==> src/rtl/gate_dispatcher.sv <==
// Gate dispatcher: walks the netlist stage's gate list once per sequential cycle and
// hands each gate, with its computed output wire id, to the garbling core over valid/ready.
module gate_dispatcher #(
    parameter int unsigned S    = 14,
    parameter int unsigned CC_W = 16
) (
    input  logic            clk,
    input  logic            rst,
    input  logic            start,
    input  logic [CC_W-1:0] num_cycles,
    input  logic            nl_ready,
    input  logic [S-1:0]    init_size,
    input  logic [S-1:0]    input_size,
    input  logic [S-1:0]    dff_size,
    input  logic [S-1:0]    gate_size,
    input  logic [S-1:0]    in0,
    input  logic [S-1:0]    in1,
    input  logic            in0F,
    input  logic            in1F,
    input  logic [3:0]      g_logic,
    input  logic            is_output,
    output logic [S-1:0]    rd_addr,
    output logic            prep_next_cycle,
    output logic            gate_valid,
    input  logic            gate_ready,
    output logic [S-1:0]    gate_in0,
    output logic [S-1:0]    gate_in1,
    output logic            gate_in0F,
    output logic            gate_in1F,
    output logic            gate_is_output,
    output logic [3:0]      gate_logic,
    output logic            gate_free,
    output logic [S-1:0]    gate_out_wire,
    output logic [CC_W-1:0] cycle_idx,
    output logic            done,
    output logic [31:0]     free_cnt,
    output logic [31:0]     nonfree_cnt
);

    typedef enum logic [2:0] {
        ST_IDLE,
        ST_WAIT_NL,
        ST_ISSUE,
        ST_CYCLE_END,
        ST_DONE
    } state_e;

    state_e          state_q, state_d;
    logic [S-1:0]    rd_addr_q, rd_addr_d;
    logic [CC_W-1:0] cycle_idx_q, cycle_idx_d;
    logic [CC_W-1:0] cyc_total_q, cyc_total_d;
    logic [31:0]     free_cnt_q, free_cnt_d;
    logic [31:0]     nonfree_cnt_q, nonfree_cnt_d;

    logic            valid_c;
    logic            prep_c;
    logic            done_c;
    logic            free_c;
    logic [S-1:0]    out_wire_c;

    // Gate output wires follow circuit inputs and flip-flop outputs in the wire numbering.
    assign out_wire_c = init_size + input_size + dff_size + rd_addr_q;
    assign free_c     = (g_logic == 4'b0110) || (g_logic == 4'b1001);

    // Next-state, counters and state-decoded strobes
    always_comb begin
        state_d       = state_q;
        rd_addr_d     = rd_addr_q;
        cycle_idx_d   = cycle_idx_q;
        cyc_total_d   = cyc_total_q;
        free_cnt_d    = free_cnt_q;
        nonfree_cnt_d = nonfree_cnt_q;
        valid_c       = 1'b0;
        prep_c        = 1'b0;
        done_c        = 1'b0;

        case (state_q)
            ST_IDLE: begin
                if (start) begin
                    cyc_total_d   = (num_cycles == '0) ? CC_W'(1) : num_cycles;
                    cycle_idx_d   = '0;
                    free_cnt_d    = '0;
                    nonfree_cnt_d = '0;
                    state_d       = ST_WAIT_NL;
                end
            end
            ST_WAIT_NL: begin
                if (nl_ready) begin
                    rd_addr_d = '0;
                    state_d   = ST_ISSUE;
                end
            end
            ST_ISSUE: begin
                if (gate_size == '0) begin
                    state_d = ST_CYCLE_END;
                end else begin
                    valid_c = 1'b1;
                    if (gate_ready) begin
                        if (free_c) begin
                            free_cnt_d = free_cnt_q + 32'd1;
                        end else begin
                            nonfree_cnt_d = nonfree_cnt_q + 32'd1;
                        end
                        if (rd_addr_q == gate_size - S'(1)) begin
                            state_d = ST_CYCLE_END;
                        end else begin
                            rd_addr_d = rd_addr_q + S'(1);
                        end
                    end
                end
            end
            ST_CYCLE_END: begin
                if (cycle_idx_q == cyc_total_q - CC_W'(1)) begin
                    state_d = ST_DONE;
                end else begin
                    prep_c      = 1'b1;
                    cycle_idx_d = cycle_idx_q + CC_W'(1);
                    state_d     = ST_WAIT_NL;
                end
            end
            ST_DONE: begin
                done_c = 1'b1;
            end
            default: begin
                state_d = ST_IDLE;
            end
        endcase
    end

    always_ff @(posedge clk) begin
        if (rst) begin
            state_q       <= ST_IDLE;
            rd_addr_q     <= '0;
            cycle_idx_q   <= '0;
            cyc_total_q   <= '0;
            free_cnt_q    <= '0;
            nonfree_cnt_q <= '0;
        end else begin
            state_q       <= state_d;
            rd_addr_q     <= rd_addr_d;
            cycle_idx_q   <= cycle_idx_d;
            cyc_total_q   <= cyc_total_d;
            free_cnt_q    <= free_cnt_d;
            nonfree_cnt_q <= nonfree_cnt_d;
        end
    end

    // Issued fields follow the netlist stage directly, forced to zero when nothing is offered.
    assign gate_valid      = valid_c;
    assign gate_in0        = valid_c ? in0        : '0;
    assign gate_in1        = valid_c ? in1        : '0;
    assign gate_in0F       = valid_c & in0F;
    assign gate_in1F       = valid_c & in1F;
    assign gate_is_output  = valid_c & is_output;
    assign gate_logic      = valid_c ? g_logic    : 4'b0000;
    assign gate_free       = valid_c & free_c;
    assign gate_out_wire   = valid_c ? out_wire_c : '0;

    assign rd_addr         = rd_addr_q;
    assign prep_next_cycle = prep_c;
    assign done            = done_c;
    assign cycle_idx       = cycle_idx_q;
    assign free_cnt        = free_cnt_q;
    assign nonfree_cnt     = nonfree_cnt_q;

endmodule
==> config.mk <==
export PLATFORM = sky130hd
export DESIGN_NAME = gate_dispatcher
export DESIGN_NICKNAME = d
export VERILOG_FILES = /design/src/rtl/gate_dispatcher.sv
export SDC_FILE = /design/constraint.sdc
export NUM_CORES = 1
export LEC_CHECK = 0
export CORE_UTILIZATION = 35
export CTS_CLUSTER_DIAMETER = 100
export DETAILED_ROUTE_END_ITERATION = 12
export SYNTH_ARGS = -nofsm -noshare
export SYNTH_HDL_FRONTEND = slang
export SYNTH_SLANG_ARGS = --single-unit
==> constraint.sdc <==
create_clock -name clk -period 6.07 [get_ports clk]
set_input_delay 1.214 -clock clk [delete_from_list [all_inputs] [get_ports clk]]
set_output_delay 1.214 -clock clk [all_outputs]
set_load 0.05 [all_outputs]
==> metrics.cfg <==
[hold_path]
holdCritStartpoint=free_cnt[26]
worstHoldPathType=reg -> reg
hold_depth=2
min_to=free_cnt[26]

[yosys]
synth_seq_cells=113
synth_cell_types=69
yosysWarnings=0
synth-async-reset-ratio=0
netlist_area_um2=7802
synth_flop_cell=dfxtp_1
seq_area_frac_synth=0.2899
synthTopCellsByArea=dfxtp_1, xnor2_1, fa_1
syn_inst=984
synth-edff-count=0
syn_area_per_cell_um2=7.929
syn-num-nets=1142
synth_top_cell_by_area=dfxtp_1
synth_top_cell_area_share=0.2899

[power]
finalPower_mw=2.465
p_leak_nw=4.324
pwr-share-comb=0.230
power.switching_mw=0.6722
netSwitchingFraction=0.2727
power_frac_clock=0.457
power_frac_seq=0.313
p_per_area_nw_per_um2=214.5
vdd_drop_max_v=0.0001707
p_int_mw=1.793

[floorplanning]
start_util=0.3575
die_h_um=151.3
die_x_um=151.3
rows=54
ioPinCount=259
core_um2=21820
dieArea_um2=22890

[drt]
via_per_inst=5.048
drt-pass1-iter-count=4
drc=0
drtAntennaViolNets=0
vias=7713
wirelength_mm=23.72
drtIter0Drc=307
wl_per_cell_um=15.52

[sta]
fin_crit_ns=5.891
min_period_over_period=0.9705
slew_headroom=0.5184
maxSlewViolCount=0
finClkSkew_ns=0.009435
fmax_mhz=169.7
timing.hold.ws_ns=0.5014
setup_viol=0
worstMarginPinSlew_ns=0.7159
setup_tns_ns=0
hold_violations=0
fin_ws_ns=0.1789

[critical_path]
cp-end-kind=output port
critPathLaunchType=primary input
rr_endpoint=cycle_idx[2]
ff2ff_path_depth=10
r2r_setup_slack_ns=2.87
worst_ep_required_time_ns=4.86
r2r_start=cyc_total_q[0]
path_class=in -> out
arrival_ns=4.68
path_max_fanout=3

[placed_design]
dpl.hpwl_mm=18.52
port_buffers=258
pre_cts_slack_ns=-0.2417
gp_congestion=0.8383

[grt]
grt_pass1_vias=7144
gr-total-overflow=0
antenna_found_initial=2
grt_max_degree=40
grt_usage=0.2106
grt_first_pass_wirelength_mm=37.59

[final_layout]
n_fill_cell=2079
ff_latch_area_um2=2262
areaGrowthSynthToFinish_pct=47.31
nNetsFinal=1392
drive_gt1_frac=0.07458
multiInputGateArea_um2=5077
layout_common_cells=clkdlybuf4s50_1, dfxtp_1, nor2_1
final_common_cell=clkdlybuf4s50_1

[clock_tree]
cts_root_buf=clkbuf_16
clk_path_buf_depth=2
cts-buffers-inserted=17
cts.sinks=113
cts_max_level=4
clkSlewWorstSetupHoldPaths_ns=0.06
insertion_delay_ns=0.42
cts_tree=yes

[flow_run]
drv_cap=0

[status]
status=completed

==> Yosys cell counts (all sizes together) (3+ instances only) <==
master,instances
a21oi,53
and2,8
a21o,5
fa,26
and3,58
nor2b,4
xnor2,64
nand3,35
or4b,3
nand2,74
xor2,30
o211ai,4
o31ai,8
or4,15
nor3,29
buf,9
mux2i,10
a211oi,5
nor3b,4
o31a,3
nor4b,5
nand2b,7
o21a,6
and4,4
a31oi,4
nor2,98
dfxtp,113
a22o,10
nand4,23
or2,5
inv,91
o21ai,38
or3,31
clkbuf,34
ha,20
nor4,23
==> cell families (layout without fill, tap and decap cells) <==
| kind of cell | Yosys count | count (layout) | share of synthesized area |
|---|---|---|---|
| mux | 11 | 11 | 0.01427 |
| buf+inv | 134 | 397 | 0.06623 |
| compound gates | 152 | 152 | 0.1236 |
| flops | 113 | 113 | 0.2899 |
| simple gates | 433 | 433 | 0.2987 |
| fa+ha+maj | 46 | 46 | 0.09878 |
| xor+xnor | 95 | 95 | 0.1084 |
| other cells | 0 | 1 | 0 |
==> power groups by stage <==
stage               sequential, mW  combinational (mW)  clock, mW
finish                       0.773               0.567       1.13
global route                 0.774               0.627       1.18
CTS                          0.772               0.564       1.15
detailed placement           0.788               0.548          0
global placement             0.788               0.545          0
floorplan                    0.782               0.355          0
==> state kept, by name (all words and copies together) (netlist names) <==
| signal | cells |
|---|---|
| rd_addr | 14 |
| free_cnt | 32 |
| nonfree_cnt | 32 |
| state_q | 3 |
| cycle_idx | 16 |
| cyc_total_q | 16 |
==> final cells by class <==
cell class / count / share of cell area
Timing Repair Buffer: 274 / 0.2432
Sequential cell: 113 / 0.1968
Clock buffer: 23 / 0.04246
Antenna cell: 1 / 0.0002177
Tap cell: 280 / 0.03048
Clock inverter: 9 / 0.01535
Multi-Input combinational cell: 737 / 0.4418
Inverter: 91 / 0.02972
==> per-layer routing <==
metal,vias up,part of all wire,global-route usage
li1,3935,-,-
met1,3552,0.46,0.2749
met2,195,0.45,0.3292
met3,29,0.072,0.06054
met4,2,0.019,0.07300
met5,-,0.00055,0
==> worst max-delay path, cell delays in order <==
cell and delay (ns):
clkdlybuf4s50_1 0.43, fa_1 0.43, inv_1 0.08, fa_1 0.40, inv_1 0.06, ha_2 0.17
inv_2 0.04, fa_2 0.41, nor2b_4 0.14, o21ai_2 0.07, a21oi_2 0.17, o21ai_2 0.09
a211oi_2 0.18, buf_4 0.14, o211ai_1 0.11, a211o_1 0.28, o21ai_2 0.09, buf_12 0.16
==> per-stage QoR <==
step | util | instance area (um2) | cells
after CTS | 0.5249 | 11460 | 1525
after floorplan | - | 7807 | 984
final | 0.5267 | 11490 | 1528
after global routing | 0.5267 | 11490 | 1528
after global placement | 0.4922 | 10740 | 1490
after detailed placement | 0.4922 | 10740 | 1490
==> repair_timing <==
action / CTS / global route
endpoints found under the setup margin: 2 / 2
buffers inserted: 3 / 2
endpoints found under the hold margin: 0 / 0
resized for setup: 11 / 9
pin swaps: 9 / 10
hold buffers: 0 / 0
==> worst max path at each step <==
stage / start / to / slack (ns) / depth (start not counted)
final: init_size[0] / gate_out_wire[13] / 0.18 / 18
after global routing: init_size[0] / gate_out_wire[13] / -0.02 / 18
after CTS: dff_size[1] / gate_out_wire[13] / 0.01 / 18
after detailed placement: init_size[1] / gate_out_wire[13] / -0.24 / 18
after global placement: init_size[1] / gate_out_wire[13] / -0.23 / 18
after floorplan: init_size[1] / gate_out_wire[13] / 0.08 / 15
Power figures use the tool's default switching activity.
